--- src/rtl/mem_port_arbiter.sv ---
// mem_port_arbiter: arbitrates the Memory address/data port between the CPU (A) and loader (B); define MEM_ARB_RR_EN for a round-robin base policy, otherwise A has fixed priority
module mem_port_arbiter #(
  parameter int LOCK_MAX = 4
) (
  input  logic        CLK,
  input  logic        RST_N,
  input  logic        A_Req,
  input  logic        B_Req,
  input  logic        A_Wr,
  input  logic        B_Wr,
  input  logic [15:0] A_Addr,
  input  logic [15:0] B_Addr,
  input  logic [15:0] A_WData,
  input  logic [15:0] B_WData,
  input  logic        A_Lock,
  input  logic        B_Lock,
  output logic        A_Gnt,
  output logic        B_Gnt,
  output logic        A_Done,
  output logic        B_Done,
  output logic [15:0] RData,
  output logic [15:0] Mem_Addr,
  output logic [15:0] Mem_WData,
  output logic        Mem_Write,
  input  logic [15:0] Mem_RData
);
  localparam int LW = ($clog2(LOCK_MAX + 1) > 3) ? $clog2(LOCK_MAX + 1) : 3;
  localparam logic [LW-1:0] LMAX = LW'(LOCK_MAX);
  typedef enum logic [1:0] {IDLE, ACCESS, COMPLETE} state_t;
  state_t state, state_nx;
  logic own, wr, lock_l;
  logic any_req, arb, own_req, oth_req, lock_win, force_rel, base_win, win;
  logic [15:0] addr, wdata, rdata;
  logic [LW-1:0] lcnt, lcnt_nx;
`ifdef MEM_ARB_RR_EN
  logic rr_last;
  // round-robin pointer holds the last winner; its reset value lets A win the first contention
  always_ff @(posedge CLK) begin
    if (!RST_N) rr_last <= 1'b1;
    else if (arb) rr_last <= win;
  end
  assign base_win = (A_Req && B_Req) ? ~rr_last : B_Req;
`else
  assign base_win = ~A_Req;
`endif
  // winner selection: lock continuation, then forced lock release, then base policy
  always_comb begin
    any_req = A_Req | B_Req;
    arb = any_req && (state != ACCESS);
    own_req = own ? B_Req : A_Req;
    oth_req = own ? A_Req : B_Req;
    lock_win = lock_l && own_req && (lcnt < LMAX);
    force_rel = (lcnt == LMAX) && oth_req;
    win = lock_win ? own : force_rel ? ~own : base_win;
    lcnt_nx = (lock_l && (win == own)) ? ((lcnt == LMAX) ? lcnt : lcnt + 1'b1) : '0;
  end
  // next state and port outputs; the write strobe is gated so reset aborts an access in flight
  always_comb begin
    state_nx = (state == ACCESS) ? COMPLETE : any_req ? ACCESS : IDLE;
    A_Gnt = (state == ACCESS) && !own;
    B_Gnt = (state == ACCESS) && own;
    A_Done = (state == COMPLETE) && !own;
    B_Done = (state == COMPLETE) && own;
    Mem_Write = (state == ACCESS) && wr && RST_N;
    Mem_Addr = addr;
    Mem_WData = wdata;
    RData = rdata;
  end
  // state register
  always_ff @(posedge CLK) begin
    if (!RST_N) state <= IDLE;
    else state <= state_nx;
  end
  // latch the winning request at arbitration and capture read data at the end of ACCESS
  always_ff @(posedge CLK) begin
    if (!RST_N) begin
      own <= 1'b0;
      wr <= 1'b0;
      lock_l <= 1'b0;
      lcnt <= '0;
      addr <= '0;
      wdata <= '0;
      rdata <= '0;
    end else begin
      if (arb) begin
        own <= win;
        wr <= win ? B_Wr : A_Wr;
        lock_l <= win ? B_Lock : A_Lock;
        addr <= win ? B_Addr : A_Addr;
        wdata <= win ? B_WData : A_WData;
        lcnt <= lcnt_nx;
      end
      if (state == ACCESS && !wr) rdata <= Mem_RData;
    end
  end
endmodule

--- config.mk ---
export PLATFORM = sky130hd
export DESIGN_NAME = mem_port_arbiter
export DESIGN_NICKNAME = d
export VERILOG_FILES = /design/src/rtl/mem_port_arbiter.sv
export SDC_FILE = /design/constraint.sdc
export NUM_CORES = 1
export LEC_CHECK = 0
export CORE_UTILIZATION = 46
export CTS_BUF_LIST = sky130_fd_sc_hd__clkbuf_2
export DETAILED_ROUTE_END_ITERATION = 8
export DONT_BUFFER_PORTS = 1
export PLACE_DENSITY = 0.61
export SLEW_MARGIN = 40
export SYNTH_ARGS = -nofsm -noshare
export SYNTH_HDL_FRONTEND = slang
export SYNTH_SLANG_ARGS = --single-unit
--- constraint.sdc ---
create_clock -name CLK -period 4 [get_ports CLK]
set_input_delay 0.2 -clock CLK [delete_from_list [all_inputs] [get_ports CLK]]
set_output_delay 0.2 -clock CLK [all_outputs]
set_load 0.02 [all_outputs]
Word level (Yosys, flattened, before mapping)
Cells that the tools add are included.

operators by class
  add/subtract/negate cells = 1
  magnitude comparators = 1
  equality and inequality tests = 6
  mux-type cells = 12
  bitwise operators = 4
  reductions and logical operators = 16

operator list
  cell                                                   count
  2-to-1 mux 16 bit                                      2
  logical AND 1 bit                                      12
  2-to-1 mux 1 bit                                       7
  2-to-1 mux 3 bit                                       2
  adder 3 x 1 -> 3 bit, second input constant            1
  equality test 3 bit, second input constant             1
  < comparator 3 bit, second input constant              1
  NOT 1 bit                                              3
  equality test 2 x 1 -> 1 bit, second input constant    1
  equality test 2 bit, second input constant             1
  logical NOT 1 bit                                      2
  2-to-1 mux 2 bit                                       1
  inequality test 2 x 1 -> 1 bit, second input constant  1
  inequality test 2 bit, second input constant           1
  AND reduction 2 bit                                    1
  OR reduction 2 bit                                     1
  equality test 1 bit                                    1
  OR 1 bit                                               1

storage, ports and cells
  register bits after elaboration = 56
  input port bits = 88
  output and inout bits = 53
  logic and storage cells = 49

Longest topological paths before layout
Gate-level depths: netlist (run 1).

  word-level depth = 8
  gate-level depth with buffers = 8

Worst setup path after synthesis (run 1)
No wires, ideal clock.

  path type = register to register
  start point = reg lcnt[0]
  end point = reg wr
  arrival = 1.326 ns
  setup slack = 2.552 ns
  stages on the path, launching flop included = 9
  clock period less this slack = 1.448 ns
  path through = dfxtp_1 -> inv_1 -> ha_1 -> nand4b_4 -> and3_1 -> buf_6 -> buf_6 -> a21oi_2 -> a21oi_2

between the ends
  word-level cells in the longest chain between the ends = 5
  elaborated cells between the ends (all ways) = 7
  classes of those cells = 1 x order compare; 1 x eq/ne; 3 x mux; 2 x reduce/logical

ends and longest elaborated chain
  item                                                        line  RTL
  start, declared                                             34    logic [LW-1:0] lcnt, lcnt_nx;
  start signal, assigned                                      91    lcnt <= lcnt_nx;
  branches (longest 3 deep; another with < comparator 3 bit)  --
  2-to-1 mux 1 bit (*)                                        54    win = lock_win ? own : force_rel ? ~own : base_win;
  2-to-1 mux 1 bit (*)                                        87    wr <= win ? B_Wr : A_Wr;
  end signal, assigned                                        87
  end, declared                                               31    logic own, wr, lock_l;

Every way passes the cells marked *.
A chain may end at the register's enable or synchronous reset.

Final worst setup path (run 1)
  start point = reg lcnt[0]
  end point = reg wdata[8], in the netlist Mem_WData[8]

between the ends
  word-level cells in the longest chain between the ends = 5
  elaborated cells between the ends (all ways) = 7
  classes of those cells = 1 x order compare; 1 x eq/ne; 3 x mux; 2 x reduce/logical

ends and longest elaborated chain
  item                                                        line  RTL
  branches (longest 3 deep; another with < comparator 3 bit)  --
  2-to-1 mux 1 bit (*)                                        54
  2-to-1 mux 16 bit (*)                                       90    wdata <= win ? B_WData : A_WData;
  end signal, assigned                                        90
  end, declared                                               33    logic [15:0] addr, wdata, rdata;

Marked as above.

==> results.json, run 1 <==
{
  "synth_cell_type_count": 34,
  "drtPass1Iterations": 4,
  "synth_top_cell_by_area": "sky130_fd_sc_hd__dfxtp_1",
  "status": "complete, no violations",
  "drive_gt1_frac": 0.116,
  "post_synth.cell_area_avg_sq_um": 8.37,
  "syn-cell-area_sq_um": 2560,
  "cell_chain_critical_path": "inv_1, ha_1, nand4b_4, nand3_1, buf_4, nand2_1, a21oi_1, dlygate4sd3_1",
  "clock_insertion_delay_worst_skew_ns": 0.45,
  "cts_max_path_buffers": 2,
  "clock_tree.root_cell": "sky130_fd_sc_hd__clkbuf_2",
  "synth.ff_latch_count": 56,
  "placement_cell_area_sq_um": 2530,
  "p_r_area_growth_vs_syn_pct": 34.1,
  "n_fill_cell": 425,
  "stdcell_area_sq_um": 3430,
  "antenna_cells_inserted": 0,
  "cellPowerDensity_nw_per_um2": 343,
  "fin_tns_setup_ns": 0,
  "worstPathMaxFanout": 20,
  "share_of_the_clock_period_used_by_the_worst_path_after_layout": 0.650,
  "global_route.overflow_total": 0,
  "fmaxAchievable_ghz": 0.384,
  "dieHeight_um": 76.6,
  "synth_sequential_area_ratio": 0.438,
  "clkTransAtPathRegs_ns": 0.28,
  "worst_pin_slew_ns": 0.774,
  "synth-async-reset-ratio": 0,
  "post_synth_main_area_contributors": "sky130_fd_sc_hd__dfxtp_1 44%, sky130_fd_sc_hd__nand2_1 10%, sky130_fd_sc_hd__a21oi_2 9.9%, sky130_fd_sc_hd__a21oi_1 8.0%, sky130_fd_sc_hd__o21ai_0 6.5%",
  "crit_arrival_ns": 2.97,
  "yosys.cell_count.top_type": "sky130_fd_sc_hd__nand2_1",
  "cts.repair_timing.setup_buffer_count": 0,
  "io-pin-count": 141,
  "grt_pass1_vias": 2512,
  "portBuffers": 0,
  "grt_max_degree": 38,
  "clock-sinks": 56,
  "p_leak_nw": 1.32,
  "place_congestion": 0.710,
  "drcViolationCount": 0,
  "timing.clock.skew_ns": 0.0179,
  "post_synth_inst_count": 306,
  "postLayoutCoreUtil": 0.656,
  "fp.dieW_um": 76.6,
  "routed-via-count": 2455,
  "dp_hpwl_um": 3820,
  "synth.top_cell.area_share": 0.438,
  "post_synth_most_frequent_cells": "68 x sky130_fd_sc_hd__nand2_1, 56 x sky130_fd_sc_hd__dfxtp_1, 41 x sky130_fd_sc_hd__a21oi_1",
  "via_density_per_instance": 5.48,
  "endpoint_kind": "flop",
  "design.final.nets": 467,
  "maxcap_viol_count": 0,
  "antenna_found_initial": 0,
  "postSynthNetCount": 396,
  "detail_route.iter0.violations": 93,
  "tritoncts": "done",
  "timing_worst_setup_path_type": "reg2reg",
  "row_count": 26,
  "hold_path_class": "in2reg",
  "worst-endpoint-required_ns": 4.37,
  "route.antenna.remaining_nets": 0,
  "timing.critical_path.slowest_stage_cell": "sky130_fd_sc_hd__dlygate4sd3_1",
  "synth_enable_flop_cells": 0,
  "worst_setup_path_start_kind": "flop",
  "critical_path_s_largest_stage_delay_ns": 0.58,
  "die_area_sq_um": 5870,
  "routed_wire_length_per_instance_um": 16.6,
  "global_route_wire_length_before_repair_um": 11700,
  "relSlewSlack": 0.483,
  "initial_core_util": 0.489,
  "core_area_sq_um": 5240,
  "dominantRegCellSynth": "sky130_fd_sc_hd__dfxtp_1",
  "final_period_minus_worst_setup_slack_ns": 2.60,
  "wirelength_um": 7420,
  "grt_setup_unrepaired": "no",
  "number_of_clock_buffers_inserted_by_tritoncts": 5,
  "vdd.ir_drop.worst_v": 0.000174,
  "synth-warning-count": 0,
  "report.final.setup_viol": 0,
  "htree_levels": 2,
  "hold_viol_final": 0,
  "final_max_slew_viol_count": 0,
  "gr-usage-all-layers": 0.252
}
==> kinds of logic after synthesis <==
kind of cell / count (synthesis) / synth area share
mux: 4 / 0.0161
fa+ha+maj: 2 / 0.00977
simple gates: 94 / 0.173
buf+inv: 26 / 0.0582
flops: 56 / 0.438
compound gates: 124 / 0.305
==> worst max-delay path, delay by kind of cell, from the launching register on <==
family | cells | cell delay [ns]
buffers and inverters | 3 | 1.06
and+or+nand+nor | 3 | 0.70
DFF | 1 | 0.44
adders and majority gates | 1 | 0.24
AOI/OAI and AO/OA | 1 | 0.07
==> metal layers <==
metal,GRT usage,share of wire,up-vias
li1,-,-,1189
met1,0.289,0.43,1143
met2,0.448,0.49,117
met3,0.0802,0.074,6
met4,0.0673,0.0079,0
met5,0,0,-
==> placed cells by master (no fill, tap or decap), types with 2 or more instances in the layout <==
cell type                        n
sky130_fd_sc_hd__dlygate4sd3_1  86
sky130_fd_sc_hd__nand2_1        68
sky130_fd_sc_hd__dfxtp_1        56
sky130_fd_sc_hd__a21oi_1        41
sky130_fd_sc_hd__o21ai_0        33
sky130_fd_sc_hd__a21oi_2        29
sky130_fd_sc_hd__a21boi_0       15
sky130_fd_sc_hd__and2_1          5
sky130_fd_sc_hd__clkbuf_2        5
sky130_fd_sc_hd__nand2b_1        3
sky130_fd_sc_hd__mux2i_1         3
sky130_fd_sc_hd__inv_1           2
sky130_fd_sc_hd__nor2_1          2
sky130_fd_sc_hd__nor3b_1         2
sky130_fd_sc_hd__nand3_1         2
sky130_fd_sc_hd__o21ai_1         2
sky130_fd_sc_hd__nand4_1         2
sky130_fd_sc_hd__a41oi_1         2
sky130_fd_sc_hd__ha_1            2
sky130_fd_sc_hd__clkinv_2        2
sky130_fd_sc_hd__buf_4           2
==> flip-flops by register name, summed over array words and instances, names as in the netlist <==
| signal | count |
|---|---|
| Mem_WData | 16 |
| own | 1 |
| wr | 1 |
| state | 2 |
| Mem_Addr | 16 |
| lock_l | 1 |
| RData | 16 |
| lcnt | 3 |
==> power by group <==
group          total, mW  internal [mW]  switching, mW
sequential         0.698          0.608         0.0893
combinational      0.263          0.135          0.128
clock              0.216         0.0393          0.177
total               1.18          0.783          0.394
==> what timing repair did <==
| item | CTS | global route |
|---|---|---|
| hold buffers | 86 | 0 |
| gates resized for setup | 0 | 0 |
| endpoints found under the hold margin | 56 | 0 |
==> cell type report <==
type | count | area (sq um) | share of cell area
timing repair buffer | 88 | 876 | 0.255
clock buffer | 5 | 25.0 | 0.00729
clock inverter | 3 | 13.8 | 0.00401
inverter | 2 | 7.51 | 0.00219
multi-input combinational | 224 | 1300 | 0.379
sequential | 56 | 1120 | 0.327
tap | 70 | 87.6 | 0.0255
==> path summary, 6_finish.rpt <==
path	startpoint	to	slack [ns]	cells after the start
hold / removal	RST_N	lcnt[1]$_SDFFE_PN0P_	0.04	3
hold reg to reg	lcnt[1]$_SDFFE_PN0P_	lcnt[1]$_SDFFE_PN0P_	0.50	2
setup reg to reg	lcnt[0]$_SDFFE_PN0P_	Mem_WData[8]$_SDFFE_PN0P_	1.40	8
setup / recovery	lcnt[0]$_SDFFE_PN0P_	Mem_WData[8]$_SDFFE_PN0P_	1.40	8
==> through the flow <==
stage	cells	setup slack (ns)	hold slack [ns]	power [mW]
3_3_place_gp	354	2.06	0.336	0.863
5_1_grt	448	1.23	0.0262	1.23
6_report	448	1.40	0.0408	1.18
4_1_cts	448	1.48	0.0143	1.18
3_5_place_dp	354	2.06	0.329	0.869
2_1_floorplan	306	2.55	0.334	0.847
No activity file was read; power rests on OpenSTA's default activity.
==> inputs of run 2 (changes only) <==
Clock period 4 ns to 2.4 ns, I/O delays scaled along.
==> run 2 against run 1 <==
Against the previous run: sequential share of layout area shrank 1.0 points; via count grew 2.3%; first-iteration DRC count grew 19%; die area is the same; clock-buffer cell count grew 2; largest power group unchanged; clock skew shrank 0.0053 ns; clock power grew 65%; critical endpoint is now Mem_Addr[7]$_SDFFE_PN0P_.
==> results.json, run 2 (synthesized netlist as in run 1, its figures left out) <==
{
  "report.final.setup_viol": 0,
  "timing.clock.skew_ns": 0.0126,
  "worst_setup_path_start_kind": "flop",
  "antenna_found_initial": 0,
  "share_of_the_clock_period_used_by_the_worst_path_after_layout": 0.938,
  "wl_met3_um": 600,
  "cellPowerDensity_nw_per_um2": 560,
  "p_r_area_growth_vs_syn_pct": 38.4,
  "global_route.overflow_total": 0,
  "number_of_clock_buffers_inserted_by_tritoncts": 5,
  "initial_core_util": 0.489,
  "route.antenna.remaining_nets": 0,
  "clock_tree.root_cell": "sky130_fd_sc_hd__clkbuf_2",
  "worst_path_dominant_cell_family": "buffers and inverters",
  "dp_hpwl_um": 3980,
  "htree_levels": 2,
  "hold_path_class": "in2reg",
  "global_route_wire_length_before_repair_um": 11900,
  "worst_pin_slew_ns": 0.732,
  "tritoncts": "done",
  "status": "complete, no violations",
  "relSlewSlack": 0.511,
  "via_density_per_instance": 5.50,
  "cell_chain_critical_path": "and2b_1, nor2_4, buf_4, o21ai_0, a21oi_1, dlygate4sd3_1",
  "io-pin-count": 141,
  "antenna_cells_inserted": 0,
  "drive_gt1_frac": 0.127,
  "endpoint_kind": "flop",
  "clkTransAtPathRegs_ns": 0.26,
  "final_max_slew_viol_count": 0,
  "routed-via-count": 2512,
  "drcViolationCount": 0,
  "grt_setup_unrepaired": "no",
  "portBuffers": 0,
  "hold_viol_final": 0,
  "most-common-layout-cells": "91 x sky130_fd_sc_hd__dlygate4sd3_1, 68 x sky130_fd_sc_hd__nand2_1, 56 x sky130_fd_sc_hd__dfxtp_1, 41 x sky130_fd_sc_hd__a21oi_1, 33 x sky130_fd_sc_hd__o21ai_0",
  "routed-wl-met2_um": 3810,
  "layout.cells.most_common": "sky130_fd_sc_hd__dlygate4sd3_1",
  "maxcap_viol_count": 0,
  "detail_route.iter0.violations": 111,
  "routed_wire_length_per_instance_um": 16.4,
  "drtPass1Iterations": 4,
  "crit_arrival_ns": 2.62,
  "finalWorstSetupSlack_ns": 0.148,
  "vdd.ir_drop.worst_v": 0.000397,
  "dpl_worst_slack_ns": 0.680,
  "p_total_mw": 1.98,
  "worst-endpoint-required_ns": 2.77,
  "worstPathMaxFanout": 22,
  "fp.dieW_um": 76.6,
  "cts.repair_timing.setup_buffer_count": 0,
  "gr-usage-all-layers": 0.254,
  "fmaxAchievable_ghz": 0.444,
  "die_area_sq_um": 5870,
  "clock-sinks": 56,
  "final_period_minus_worst_setup_slack_ns": 2.25,
  "core_area_sq_um": 5240,
  "timing.critical_path.slowest_stage_cell": "sky130_fd_sc_hd__dlygate4sd3_1",
  "wirelength_um": 7480,
  "routedLengthMet1_um": 3010,
  "timing_worst_setup_path_type": "reg2reg",
  "design.final.nets": 476,
  "cts_max_path_buffers": 2,
  "row_count": 26,
  "place_congestion": 0.810,
  "clock_insertion_delay_worst_skew_ns": 0.42,
  "grt_pass1_vias": 2520,
  "dieHeight_um": 76.6,
  "fin_tns_setup_ns": 0,
  "critical_path_s_largest_stage_delay_ns": 0.57,
  "grt_max_degree": 52,
  "top_signal_layer_used": "met4",
  "crit_buf_inv": 2,
  "p_leak_nw": 1.38
}
[run 2: stage by stage]
stage                      util  instance area, sq um  cells  hold WS [ns]
after global placement    0.490                  2560    357         0.248
after CTS                 0.675                  3530    457        0.0747
after detailed placement  0.490                  2560    357         0.249
after floorplan               -                  2560    306         0.254
after global routing      0.677                  3540    457        0.0728
final                     0.677                  3540    457        0.0959
[run 2: layer usage]
metal	up-vias	track usage
li1	1205	-
met1	1171	0.279
met2	132	0.476
met3	4	0.0695
met4	0	0.0654
met5	-	0
[run 2: power breakdown]
| group | leakage (nW) | internal [mW] | switching (mW) |
|---|---|---|---|
| logic | 0.892 | 0.243 | 0.222 |
| clock network | 0.0306 | 0.0780 | 0.278 |
| registers | 0.462 | 1.01 | 0.149 |
[run 2: path summary, 6_finish.rpt]
path,end,slack (ns),cells after the start,startpoint
max,Mem_Addr[7]$_SDFFE_PN0P_,0.15,6,state[1]$_SDFF_PN0_
min,lcnt[1]$_SDFFE_PN0P_,0.1,3,A_Req
max reg2reg,Mem_Addr[7]$_SDFFE_PN0P_,0.15,6,state[1]$_SDFF_PN0_
min reg2reg,lcnt[1]$_SDFFE_PN0P_,0.50,2,lcnt[1]$_SDFFE_PN0P_
[run 2: layout make-up]
cell class	count	area, sq um
clock inverters	1	3.75
multi-input cells	224	1300
inverters	2	7.51
flip-flops and latches	56	1120
clock buffers	7	35.0
well taps	70	87.6
repair buffers	97	985
fillers	416	1690
[run 2: timing repair]
item                                   4_1_cts  5_1_grt
hold buffers                                92        0
setup endpoints to repair                    0       23
endpoints found under the hold margin       56        0
gates resized for setup                      0        2
[run 2: worst min-delay path, stage by stage]
cell and delay, ns:
sky130_fd_sc_hd__mux2_2 0.15, sky130_fd_sc_hd__nand4_1 0.09, sky130_fd_sc_hd__mux2i_1 0.13
==> inputs of run 3 (changes only) <==
Settings changed: ABC_AREA from default to 1, CTS_CLUSTER_SIZE from default to 14.
==> run 3 against run 2 <==
Against the previous run: fmax up 3.9%; routed wire length is 7.7% lower; global-route usage up 0.18 points; combinational power barely moved; area after synthesis decreased by 8.2%; largest cell class is now flip-flops and latches; largest power group unchanged.
==> results.json, run 3 <==
{
  "status": "complete, no violations",
  "hold_viol_final": 0,
  "worst_setup_path_start_kind": "flop",
  "p_r_area_growth_vs_syn_pct": 42.3,
  "design.final.nets": 487,
  "die_area_sq_um": 5400,
  "grt_setup_unrepaired": "no",
  "critical_path_s_largest_stage_delay_ns": 0.60,
  "place_congestion": 0.719,
  "share_of_the_clock_period_used_by_the_worst_path_after_layout": 0.903,
  "endpoint_kind": "flop",
  "worstPathMaxFanout": 31,
  "global_route_wire_length_before_repair_um": 10600,
  "grt_max_degree": 54,
  "initial_core_util": 0.488,
  "fp.dieW_um": 73.5,
  "synth_top_cell_by_area": "sky130_fd_sc_hd__dfxtp_1",
  "via_density_per_instance": 5.30,
  "clkTransAtPathRegs_ns": 0.28,
  "synth_sequential_area_ratio": 0.477,
  "postSynthNetCount": 407,
  "clock_insertion_delay_worst_skew_ns": 0.45,
  "worst_path_dominant_cell_family": "buffers and inverters",
  "cellPowerDensity_nw_per_um2": 607,
  "fin_tns_setup_ns": 0,
  "post_synth_most_frequent_cells": "78 x sky130_fd_sc_hd__nand2_1, 56 x sky130_fd_sc_hd__dfxtp_1, 51 x sky130_fd_sc_hd__o21ai_0",
  "worst-endpoint-required_ns": 2.82,
  "clock-sinks": 56,
  "syn-cell-area_sq_um": 2350,
  "most-common-layout-cells": "89 x sky130_fd_sc_hd__dlygate4sd3_1, 78 x sky130_fd_sc_hd__nand2_1, 56 x sky130_fd_sc_hd__dfxtp_1, 51 x sky130_fd_sc_hd__o21ai_0, 34 x sky130_fd_sc_hd__a31oi_1",
  "routed-via-count": 2466,
  "p_leak_nw": 1.41,
  "grt_pass1_vias": 2401,
  "global_route.overflow_total": 0,
  "dp_hpwl_um": 3670,
  "route.antenna.remaining_nets": 0,
  "n_fill_cell": 396,
  "core_area_sq_um": 4820,
  "drtPass1Iterations": 5,
  "antenna_cells_inserted": 0,
  "routed_wire_length_per_instance_um": 14.8,
  "number_of_clock_buffers_inserted_by_tritoncts": 5,
  "io-pin-count": 141,
  "tritoncts": "done",
  "maxcap_viol_count": 0,
  "synth_enable_flop_cells": 0,
  "detail_route.iter0.violations": 130,
  "vdd.ir_drop.worst_v": 0.000452,
  "synth.ff_latch_count": 56,
  "timing.clock.skew_ns": 0.0310,
  "synth-async-reset-ratio": 0,
  "hold_path_class": "in2reg",
  "final.hold.worst_slack_ns": 0.0559,
  "antenna_found_initial": 0,
  "dominantRegCellSynth": "sky130_fd_sc_hd__dfxtp_1",
  "clock_tree.root_cell": "sky130_fd_sc_hd__clkbuf_2",
  "synth-warning-count": 0,
  "p_total_mw": 2.03,
  "post_synth.cell_area_avg_sq_um": 7.41,
  "layout.cells.most_common": "sky130_fd_sc_hd__dlygate4sd3_1",
  "final_max_slew_viol_count": 0,
  "post_synth_inst_count": 317,
  "portBuffers": 0,
  "timing_worst_setup_path_type": "reg2reg",
  "dieHeight_um": 73.5,
  "row_count": 25,
  "relSlewSlack": 0.577,
  "synth_cell_type_count": 20,
  "synth.top_cell.area_share": 0.477,
  "post_synth_main_area_contributors": "sky130_fd_sc_hd__dfxtp_1 48%, sky130_fd_sc_hd__nand2_1 12%, sky130_fd_sc_hd__o21ai_0 11%, sky130_fd_sc_hd__a31oi_1 9.1%, sky130_fd_sc_hd__a21oi_1 4.0%",
  "fmaxAchievable_ghz": 0.461,
  "worst_pin_slew_ns": 0.629,
  "htree_levels": 2,
  "cts.repair_timing.setup_buffer_count": 0,
  "drcViolationCount": 0,
  "final_period_minus_worst_setup_slack_ns": 2.17,
  "report.final.setup_viol": 0,
  "cts_max_path_buffers": 2,
  "cell_chain_critical_path": "inv_2, nand2_1, o21ai_2, inv_4, buf_4, o21ai_0, a31oi_1, dlygate4sd3_1",
  "yosys.cell_count.top_type": "sky130_fd_sc_hd__nand2_1",
  "timing.critical_path.slowest_stage_cell": "sky130_fd_sc_hd__dlygate4sd3_1",
  "drive_gt1_frac": 0.0578,
  "gr-usage-all-layers": 0.256,
  "wirelength_um": 6900,
  "crit_buf_inv": 4,
  "crit_arrival_ns": 2.59
}
-- run 3: cell types whose count changed after synthesis, sizes merged, moves of 6 or more --
cell / delta
nand3: +9
nand2: +12
inv: +26
a21boi: -16
o21ai: +16
buf: -6
a21oi: -51
a31oi: +34
-- run 3: layer usage --
metal / global-route usage / wire, um / vias to the layer above / share of wire
met2: 0.487 / 3560 / 94 / 0.52
li1: - / - / 1231 / -
met1: 0.271 / 2790 / 1130 / 0.40
met3: 0.0658 / 456 / 11 / 0.066
met5: 0 / 0 / - / 0
met4: 0.0812 / 92 / 0 / 0.013
-- run 3: timing repair --
| item | CTS | global route |
|---|---|---|
| gates resized for setup | 0 | 5 |
| hold buffers | 89 | 1 |
| setup endpoints to repair | 0 | 32 |
| endpoints found under the hold margin | 56 | 1 |
-- run 3: where the power goes --
group	internal, mW	switching (mW)	leakage, nW
Sequential	1.03	0.173	0.464
Clock	0.0724	0.293	0.0266
Combinational	0.233	0.230	0.917
Total	1.33	0.695	1.41
-- run 3: logic make-up after synthesis --
family          share of synthesized area
compound gates                      0.242
simple gates                        0.179
flops                               0.477
buf+inv                            0.0879
fa+ha+maj                          0.0106
xor+xnor                          0.00373
-- run 3: path summary, 6_finish.rpt --
path | from | to | slack, ns | cells after the start
max | state[1]$_SDFF_PN0_ | Mem_WData[9]$_SDFFE_PN0P_ | 0.23 | 8
min | A_Req | lcnt[0]$_SDFFE_PN0P_ | 0.06 | 6
max reg2reg | state[1]$_SDFF_PN0_ | Mem_WData[9]$_SDFFE_PN0P_ | 0.23 | 8
min reg2reg | lcnt[1]$_SDFFE_PN0P_ | lcnt[1]$_SDFFE_PN0P_ | 0.55 | 2
-- run 3: area by class of cell --
class	count	area [sq um]	area share
Sequential cell	56	1120	0.335
Multi-Input combinational cell	210	1030	0.308
Timing Repair Buffer	95	952	0.285
Inverter	29	114	0.0341
Tap cell	67	83.8	0.0251
Clock buffer	6	30.0	0.00898
Clock inverter	2	11.3	0.00337
-- run 3: worst register-to-register path: cells and delay by family (launching register included) --
family / cells / cell delay, ns
buf+inv: 4 / 1.20
compound gates: 3 / 0.45
flops: 1 / 0.38
simple gates: 1 / 0.14
-- run 3: metrics by stage --
stage               area, sq um   util  worst slack [ns]  cells
detailed placement         2370  0.493             0.539    367
finish                     3340  0.694             0.233    465
CTS                        3320  0.689             0.109    464
global placement           2370  0.493             0.333    367
floorplan                  2350      -             0.974    317
global route               3340  0.694            0.0413    465
